File: src/rtl/pipeline_hazard_ctrl.sv
// Pipeline sequencing controller: load-use, branch/jump, memory-wait and interrupt-entry control.
// Optional STALL_COUNTER_EN macro enables the saturating Stall_Count counter.
module pipeline_hazard_ctrl #(
  parameter int LOAD_STALL_CYCLES = 1,
  parameter int STALL_CNT_W       = 32
) (
  input  logic                   sysclk,
  input  logic                   reset,
  input  logic [4:0]             ID_Rs,
  input  logic [4:0]             ID_Rt,
  input  logic                   ID_UsesRt,
  input  logic                   ID_Branch,
  input  logic                   ID_Jump,
  input  logic                   EX_MemRead,
  input  logic [4:0]             EX_Rt,
  input  logic                   EX_BranchTaken,
  input  logic                   MEM_Ready,
  input  logic                   IRQ_Req,
  input  logic                   IRQ_Clear,
  output logic                   PC_Write,
  output logic                   IF_ID_Write,
  output logic                   IF_Flush,
  output logic                   ID_EX_Bubble,
  output logic                   ID_EX_Hold,
  output logic                   EX_MEM_Hold,
  output logic                   ID_IRQ,
  output logic [STALL_CNT_W-1:0] Stall_Count
);

  localparam logic [1:0] ST_RUN    = 2'd0;
  localparam logic [1:0] ST_LSTALL = 2'd1;
  localparam logic [1:0] ST_MWAIT  = 2'd2;
  localparam logic [2:0] LCNT_INIT = 3'(LOAD_STALL_CYCLES - 1);

  logic [1:0] state_q, state_d;
  logic [2:0] lcnt_q, lcnt_d;
  logic       irq_pend_q, irq_pend_d;
  logic       irq_mask_q, irq_mask_d;
  logic       load_use;
  logic       in_lstall;
  logic       inject;

  assign load_use = EX_MemRead && (EX_Rt != 5'd0) &&
                    ((EX_Rt == ID_Rs) || (ID_UsesRt && (EX_Rt == ID_Rt)));
  // Leaving MWAIT with a frozen non-zero count resumes the interrupted load stall.
  assign in_lstall = (state_q == ST_LSTALL) || ((state_q == ST_MWAIT) && (lcnt_q != 3'd0));

  always_comb begin
    PC_Write     = 1'b1;
    IF_ID_Write  = 1'b1;
    IF_Flush     = 1'b0;
    ID_EX_Bubble = 1'b0;
    ID_EX_Hold   = 1'b0;
    EX_MEM_Hold  = 1'b0;
    ID_IRQ       = 1'b0;
    state_d      = state_q;
    lcnt_d       = lcnt_q;
    inject       = 1'b0;

    if (!MEM_Ready) begin
      PC_Write    = 1'b0;
      IF_ID_Write = 1'b0;
      ID_EX_Hold  = 1'b1;
      EX_MEM_Hold = 1'b1;
      state_d     = ST_MWAIT;
    end else if (EX_BranchTaken) begin
      IF_Flush     = 1'b1;
      ID_EX_Bubble = 1'b1;
      state_d      = ST_RUN;
      lcnt_d       = 3'd0;
    end else if (in_lstall) begin
      PC_Write     = 1'b0;
      IF_ID_Write  = 1'b0;
      ID_EX_Bubble = 1'b1;
      if (lcnt_q <= 3'd1) begin
        state_d = ST_RUN;
        lcnt_d  = 3'd0;
      end else begin
        state_d = ST_LSTALL;
        lcnt_d  = lcnt_q - 3'd1;
      end
    end else if (load_use) begin
      PC_Write     = 1'b0;
      IF_ID_Write  = 1'b0;
      ID_EX_Bubble = 1'b1;
      if (LOAD_STALL_CYCLES > 1) begin
        state_d = ST_LSTALL;
        lcnt_d  = LCNT_INIT;
      end else begin
        state_d = ST_RUN;
      end
    end else if (ID_Jump) begin
      IF_Flush = 1'b1;
      state_d  = ST_RUN;
    end else begin
      state_d = ST_RUN;
      inject  = irq_pend_q && !irq_mask_q && !ID_Branch;
      if (inject) begin
        ID_IRQ   = 1'b1;
        IF_Flush = 1'b1;
      end
    end

    irq_pend_d = irq_pend_q;
    if (inject) begin
      irq_pend_d = 1'b0;
    end else if (IRQ_Req && !irq_mask_q) begin
      irq_pend_d = 1'b1;
    end

    // Injection wins over a coincident exception-return so the new handler stays masked.
    irq_mask_d = irq_mask_q;
    if (inject) begin
      irq_mask_d = 1'b1;
    end else if (IRQ_Clear) begin
      irq_mask_d = 1'b0;
    end

    if (reset) begin
      PC_Write     = 1'b0;
      IF_ID_Write  = 1'b0;
      IF_Flush     = 1'b1;
      ID_EX_Bubble = 1'b1;
      ID_EX_Hold   = 1'b0;
      EX_MEM_Hold  = 1'b0;
      ID_IRQ       = 1'b0;
    end
  end

  always_ff @(posedge sysclk) begin
    if (reset) begin
      state_q    <= ST_RUN;
      lcnt_q     <= 3'd0;
      irq_pend_q <= 1'b0;
      irq_mask_q <= 1'b0;
    end else begin
      state_q    <= state_d;
      lcnt_q     <= lcnt_d;
      irq_pend_q <= irq_pend_d;
      irq_mask_q <= irq_mask_d;
    end
  end

`ifdef STALL_COUNTER_EN
  logic [STALL_CNT_W-1:0] stall_cnt_q, stall_cnt_d;

  always_comb begin
    stall_cnt_d = stall_cnt_q;
    if (!PC_Write && (stall_cnt_q != '1)) begin
      stall_cnt_d = stall_cnt_q + 1'b1;
    end
  end

  always_ff @(posedge sysclk) begin
    if (reset) begin
      stall_cnt_q <= '0;
    end else begin
      stall_cnt_q <= stall_cnt_d;
    end
  end

  assign Stall_Count = stall_cnt_q;
`else
  assign Stall_Count = '0;
`endif

endmodule

File: config.mk
export PLATFORM = sky130hd
export DESIGN_NAME = pipeline_hazard_ctrl
export DESIGN_NICKNAME = d
export VERILOG_FILES = /design/src/rtl/pipeline_hazard_ctrl.sv
export SDC_FILE = /design/constraint.sdc
export NUM_CORES = 1
export LEC_CHECK = 0
export CAP_MARGIN = 30
export CORE_ASPECT_RATIO = 1.75
export CORE_MARGIN = 5
export CORE_UTILIZATION = 34
export CTS_BUF_LIST = sky130_fd_sc_hd__clkbuf_4 sky130_fd_sc_hd__clkbuf_8
export CTS_CLUSTER_SIZE = 14
export DETAILED_ROUTE_END_ITERATION = 16
export PLACE_DENSITY = 0.82
export SYNTH_ARGS = -nofsm -noshare
export SYNTH_HDL_FRONTEND = slang
export SYNTH_SLANG_ARGS = --single-unit
File: constraint.sdc
create_clock -name sysclk -period 2.5 [get_ports sysclk]
set_clock_uncertainty 0.05 [all_clocks]
set_input_delay 0.625 -clock sysclk [delete_from_list [all_inputs] [get_ports sysclk]]
set_output_delay 0.625 -clock sysclk [all_outputs]
set_load 0.02 [all_outputs]
### Word-level counts from Yosys, hierarchy flattened

Cells that the tools add are included.

| word-level totals | value |
|---|---|
| input port bits | 25 |
| register bits | 7 |

| cells by class | value |
|---|---|
| reductions and logical operators | 18 |
| bitwise operators | 2 |
| $add $sub $neg | 1 |
| multiplexer cells | 39 |
| order comparisons | 1 |
| equal/unequal tests | 4 |

Operator list:

| operator | number |
|---|---|
| 2-to-1 mux 1 bit | 33 |
| == test 5 bit | 2 |
| 2-to-1 mux 3 bit | 3 |
| logical AND 1 bit | 7 |
| 2-to-1 mux 2 bit | 3 |
| nonzero test 5 bit | 1 |
| nonzero test 2 bit | 2 |
| OR reduction 4 bit | 1 |
| <= comparator 3 x 1 -> 1 bit, second input constant | 1 |
| nonzero test 3 bit | 1 |
| subtractor 3 x 1 -> 3 bit, second input constant | 1 |
| == test 2 x 1 -> 1 bit, second input constant | 1 |
| == test 2 bit, second input constant | 1 |
| logical NOT 1 bit | 2 |
| logical OR 1 bit | 2 |
| NOT 1 bit | 2 |
| AND reduction 2 bit | 1 |
| OR reduction 2 bit | 1 |

### Depth between registers and ports, before layout

Gate-level depths: netlist of run 1.

| logic depth | value |
|---|---|
| depth in word-level cells | 10 |
| depth in mapped cells | 7 |

### Worst setup path before layout of run 1

Ideal clock, no wire load.

| path | value |
|---|---|
| kind | input port to output port |
| start point | input EX_Rt[1] |
| end point | output PC_Write |
| slack | -0.418 ns |
| arrival time | 2.243 ns |
| cell stages on the path | 5 |
| data required time | 1.825 ns |
| cell sequence | or4_4 o21ai_2 a21oi_2 o31ai_1 buf_4 |

| on the way | value |
|---|---|
| longest elaborated chain between the ends | 9 |

RTL lines:

| item | RTL line | source |
|---|---|---|
| start, declared | 15 | `input logic [4:0] EX_Rt,` |
| == test 5 bit | 44 | `((EX_Rt == ID_Rs) \|\| (ID_UsesRt && (EX_Rt == ID_Rt)));` |
| logical AND 1 bit | 44 |  |
| logical OR 1 bit | 44 |  |
| logical AND 1 bit * | 43 | `assign load_use = EX_MemRead && (EX_Rt != 5'd0) &&` |
| 2-to-1 mux 1 bit * (5 in series) | -- |  |
| end, declared | 20 | `output logic PC_Write,` |

Mark *: on every way between the ends. The rest lies on a longest branch, timed or not.

### Final worst setup path of run 1

| path | value |
|---|---|
| start point | input EX_Rt[4] |
| end point | output IF_Flush |

| on the way | value |
|---|---|
| longest elaborated chain between the ends | 9 |

RTL lines:

| item | RTL line | source |
|---|---|---|
| == test 5 bit | 44 |  |
| logical AND 1 bit | 44 |  |
| logical OR 1 bit | 44 |  |
| logical AND 1 bit * | 43 |  |
| 2-to-1 mux 1 bit * | 82 | `end else if (load_use) begin` |
| 2-to-1 mux 1 bit * | 71 | `end else if (in_lstall) begin` |
| 2-to-1 mux 1 bit * | 66 | `end else if (EX_BranchTaken) begin` |
| 2-to-1 mux 1 bit * | 60 | `if (!MEM_Ready) begin` |
| 2-to-1 mux 1 bit * | 119 | `if (reset) begin` |
| end, declared | 22 | `output logic IF_Flush,` |

Marks and branches as above.

==> results of run 1 <==
==> worst reg2reg max path, cell delays in order, from the launching register on <==
cell and delay (ns):
dfxtp_1 0.31, inv_1 0.08, ha_1 0.16, nor2b_1 0.17
o21ai_2 0.09, or4_4 0.51, buf_4 0.16, o31a_1 0.24
==> per-stage QoR <==
stage | utilization, % | worst slack, ns | hold WS (ns) | area (um^2) | TNS [ns]
3_5_place_dp | 51.03 | -1.075 | 0.4409 | 1175 | -5.410
3_3_place_gp | 51.03 | -1.008 | 0.4286 | 1175 | -5.100
5_1_grt | 55.05 | -0.2090 | 0.4962 | 1267 | -0.9527
2_1_floorplan | - | -0.08920 | 0.4118 | 968.4 | -0.1363
6_report | 55.05 | -0.1869 | 0.4517 | 1267 | -0.7557
4_1_cts | 54.67 | -0.1712 | 0.4472 | 1259 | -0.6677
==> placed cells by master, fill, tap and decap left out, types with 2 or more instances in the layout <==
master | Yosys | final
buf_6 | 0 | 10
buf_4 | 34 | 18
nand3_1 | 4 | 4
xor2_1 | 7 | 7
or4_4 | 1 | 2
nor2_1 | 6 | 6
clkdlybuf4s15_1 | 0 | 3
clkbuf_8 | 0 | 3
clkdlybuf4s50_1 | 0 | 7
dlygate4sd2_1 | 0 | 9
a21oi_1 | 5 | 5
conb_1 | 1 | 32
xnor2_1 | 3 | 3
nand2b_1 | 4 | 4
ha_1 | 3 | 3
dfxtp_1 | 7 | 7
inv_1 | 7 | 7
==> final timing paths <==
| check | endpoint | slack, ns | cells after the start |
|---|---|---|---|
| max | IF_Flush | -0.19 | 6 |
| min | irq_mask_q | 0.45 | 2 |
| min reg2reg | irq_mask_q | 0.45 | 2 |
| max reg2reg | irq_pend_q | 0.61 | 7 |
==> registers in the layout (all words and copies together) (netlist names) <==
signal,flops
irq_pend_q,1
lcnt_q,3
state_q,2
irq_mask_q,1
==> per-layer routing <==
layer | GRT usage (%) | part of all wire, %
met5 | 0 | 0
met4 | 4.615 | 2.2
met3 | 3.110 | 9.9
met2 | 30.30 | 58
met1 | 13.38 | 29
==> cell families after synthesis <==
| group | count (synthesis) | share of synthesized area (%) |
|---|---|---|
| fa+ha+maj | 3 | 4.539 |
| xor+xnor | 10 | 10.59 |
| compound gates | 18 | 16.19 |
| other cells | 1 | 0.4534 |
| buf+inv | 43 | 34.95 |
| simple gates | 24 | 16.34 |
| flops | 7 | 16.94 |
==> area by class of cell <==
type                    count  area [um^2]  area share, %
inverters                   7        26.28          2.073
multi-input cells          87        569.3          44.92
clock buffers               4        48.80          3.850
well taps                  25        31.28          2.468
flip-flops and latches      7        140.1          11.06
repair buffers             50        451.7          35.64
==> report_power, final <==
| part | internal [mW] | switching, mW | total (mW) |
|---|---|---|---|
| registers | 0.114 | 0.00153 | 0.116 |
| logic | 0.0706 | 0.100 | 0.171 |
| clock network | 0.121 | 0.0511 | 0.172 |
| total | 0.306 | 0.153 | 0.459 |
==> synthesized netlist by cell type (2+ instances only) <==
cell / n
buf_4: 34
dfxtp_1: 7
xnor2_1: 3
nor2_1: 6
nor3_1: 2
o21ai_0: 2
a21oi_1: 5
clkbuf_1: 2
nand3_1: 4
ha_1: 3
nand2b_1: 4
inv_1: 7
xor2_1: 7
o21ai_2: 2
==> repair_timing <==
item                       CTS  global route
pin swaps                   16             3
setup endpoints to repair    7             5
resized for setup           83             6
setup buffers                2             0
==> impl_metrics.json, run 1 <==
{
  "wl_um": 2619,
  "dp.final_hpwl_um": 2031,
  "start_kind": "primary input",
  "crit_arrival_ns": 2.01,
  "rsz0062_at_grt": "true",
  "layoutNonFillerInstCount": 180,
  "portBuffers": 31,
  "async_reset_ff_share_pct": 0,
  "power_leakage_nw": 0.5949,
  "dr.pass1.iters": 4,
  "die_x_um": 47.28,
  "grt_pass1_wl_um": 3850,
  "h-tree-depth": 1,
  "placementRows": 23,
  "hp-start": "irq_mask_q",
  "drtAntennaViolNets": 0,
  "path_class": "in -> out",
  "grt_max_degree": 12,
  "fin_crit_sh_pct": 107.5,
  "peakVddDrop_v": 0.0003514,
  "synth_edf_count": 0,
  "drc_errors": 0,
  "power_density_mw_per_mm2": 362.3,
  "place_inst": 174,
  "ios": 64,
  "critPathLaunch": "EX_Rt[4]",
  "dr_total_vias": 841,
  "cp_max_fo": 5,
  "critical-path-top-delay-family": "compound AO/OA/AOI/OAI gates",
  "netlist_area_um2": 827.0,
  "cp_slowest_cell": "or4_4",
  "crit_required_ns": 1.82,
  "synthDistinctLibCells": 32,
  "fp.coreArea_mm2": 0.002302,
  "drive_gt1_share_pct": 27.74,
  "insertedDiodeCount": 0,
  "yosysWarnings": 0,
  "cts_buffer_depth": 2,
  "synth_top_cell_by_area": "buf_4",
  "start_util_pct": 35.92,
  "clk_pin_slew_worst_paths_ns": 0.04,
  "drt_iter0_markers": 27,
  "worst_setup_path_end_kind": "output port",
  "fmax_mhz": 372.2,
  "failed_checks": "setup timing",
  "ys_seq_elements": 7,
  "worst_skew_pair.late_latency_ns": 0.23,
  "finalHoldViolCount": 0,
  "synth_flop_cell": "dfxtp_1",
  "path_cells": "buf_8, or4_4, o21ai_4, a21oi_4, o41ai_4, buf_4",
  "globalplace.congestion": 0.8035,
  "antenna_found_initial": 0,
  "r2r-start": "lcnt_q[0]",
  "layout_setup_ws_ns": -0.1869,
  "cpPeakStageDelay_ns": 0.54,
  "syn_to_final_growth_pct": 53.25,
  "hold_path.class": "reg -> reg",
  "nFillCells": 206,
  "syn_area_per_cell_um2": 7.802,
  "cts-hold-fix-buffers": 0,
  "synth_cells": 106,
  "synthTopCellsByArea": "buf_4, dfxtp_1, xor2_1, ha_1, inv_1",
  "netlist.area_leader.share_pct": 30.86,
  "cts_inserted_buffers": 3,
  "wl_per_cell_um": 14.55,
  "ys_seq_area_share_pct": 16.94,
  "grt_pass1_vias": 867,
  "outcome": "finished, violations left",
  "dieArea_mm2": 0.003558,
  "p_total_uw": 459.2,
  "cts.sinks": 7,
  "slew_viol_final": 0,
  "num-nets-final": 184,
  "setup_viol": 5,
  "grt_usage_pct": 14.94,
  "cts_tree": "done",
  "overflow": 0,
  "dieHeight_um": 75.25,
  "cp_num_buf_inv": 2,
  "maxCapViolCount": 0,
  "vias_per_cell": 4.672,
  "fin_crit_ns": 2.687,
  "cts_root_buffer": "clkbuf_8"
}
Note: power is estimated with default switching activity, not from simulation.
==> run 2: changes to the inputs <==
CORE_MARGIN = not set   (was 5)
REMOVE_ABC_BUFFERS = 1   (was not set)
==> impl_metrics.json, run 2 (synthesized netlist as in run 1, its figures left out) <==
{
  "cts_root_buffer": "clkbuf_8",
  "largest_reg_flops": 3,
  "fp.coreArea_mm2": 0.002302,
  "final_core_util_pct": 55.16,
  "clk_pin_slew_worst_paths_ns": 0.04,
  "whs_ns": 0.4804,
  "wl_um": 1947,
  "worst_skew_pair.late_latency_ns": 0.24,
  "cts_buffer_depth": 2,
  "final_common_cell": "conb_1",
  "drc_errors": 0,
  "dieArea_mm2": 0.002641,
  "hold_path.class": "reg -> reg",
  "setup_viol": 5,
  "ios": 64,
  "cts-hold-fix-buffers": 0,
  "insertedDiodeCount": 0,
  "fin_crit_sh_pct": 107.1,
  "die_x_um": 39.28,
  "drt_iter0_markers": 30,
  "crit_arrival_ns": 2.00,
  "vias_per_cell": 4.536,
  "grt_usage_pct": 17.46,
  "p_total_uw": 462.2,
  "fmax_mhz": 373.5,
  "fin_crit_ns": 2.677,
  "crit_required_ns": 1.82,
  "regMostFlops": "lcnt_q",
  "dr_wl_met3_um": 193,
  "power_density_mw_per_mm2": 363.9,
  "wl_met1_um": 600,
  "highest_layer": "met4",
  "finalHoldViolCount": 0,
  "outcome": "finished, violations left",
  "failed_checks": "setup timing",
  "peakVddDrop_v": 0.0002159,
  "maxCapViolCount": 0,
  "top_regs": "lcnt_q x3, state_q x2",
  "placed_cell_area_mm2": 0.001165,
  "nFillCells": 222,
  "tns_ns": -0.6620,
  "h-tree-depth": 1,
  "fin_area_mm2": 0.001270,
  "wl_per_cell_um": 10.64,
  "dr_wl_met2_um": 1081,
  "mostFrequentLayoutCells": "conb_1, buf_4, clkdlybuf4s50_1",
  "dr_total_vias": 830,
  "final-seq-area_um2": 140.1,
  "start_util_pct": 35.92,
  "rsz0062_at_grt": "true",
  "multi_input_area_um2": 561.8,
  "grt_pass1_vias": 800,
  "overflow": 0,
  "portBuffers": 31,
  "dr.pass1.iters": 4,
  "cts_inserted_buffers": 3,
  "num-nets-final": 187,
  "placementRows": 23,
  "slew_viol_final": 0,
  "dp.final_hpwl_um": 1603,
  "drive_gt1_share_pct": 29.11,
  "cp_max_fo": 6,
  "globalplace.congestion": 0.8341,
  "drtAntennaViolNets": 0,
  "antenna_found_initial": 0,
  "dieHeight_um": 67.25,
  "start_kind": "primary input",
  "syn_to_final_growth_pct": 53.56,
  "worst_setup_path_end_kind": "output port",
  "grt_max_degree": 12,
  "cts.sinks": 7,
  "grt_pass1_wl_um": 3229,
  "path_class": "in -> out",
  "layout_setup_ws_ns": -0.1772,
  "cts_tree": "done",
  "power_leakage_nw": 0.5933
}
## run 2: critical path, stage by stage
cell	delay, ns
buf_6	0.09
or4_4	0.53
o21ai_4	0.16
a21oi_4	0.08
o41ai_2	0.32
buf_4	0.19
## run 2: repair_timing
| action | CTS | global route |
|---|---|---|
| resized for setup | 69 | 10 |
| pin swaps | 13 | 6 |
| endpoints found under the setup margin | 7 | 7 |
| setup buffers | 2 | 1 |
| gates cloned | 0 | 0 |
## run 2: metrics by stage
stage | cells | worst slack, ns
after floorplan | 101 | -0.5240
after global placement | 176 | -0.9775
after detailed placement | 176 | -1.079
after CTS | 182 | -0.2221
after global routing | 183 | -0.2591
final | 183 | -0.1772
## run 2: power by group
part | switching, mW | total (mW) | internal (mW)
registers | 0.00145 | 0.116 | 0.114
logic | 0.0944 | 0.168 | 0.0731
clock network | 0.0569 | 0.179 | 0.122
## run 2: area by class of cell
| class | count | share of cell area [%] |
|---|---|---|
| Clock buffer | 4 | 3.842 |
| Tap cell | 25 | 2.463 |
| Timing Repair Buffer | 53 | 36.35 |
| Sequential cell | 7 | 11.03 |
| Inverter | 7 | 2.069 |
| Multi-Input combinational cell | 87 | 44.24 |
## run 2: final timing paths
path / slack [ns] / startpoint / end / depth (start not counted)
setup reg to reg: 0.66 / lcnt_q[0] / irq_mask_q / 7
hold reg to reg: 0.48 / irq_mask_q / irq_mask_q / 2
setup / recovery: -0.18 / EX_Rt[1] / IF_Flush / 6
hold / removal: 0.48 / irq_mask_q / irq_mask_q / 2
## run 2: metal layers
layer,up-vias,GRT usage [%]
met3,9,4.276
met2,65,33.13
met1,364,15.32
li1,392,-
met5,-,0
met4,0,9.914
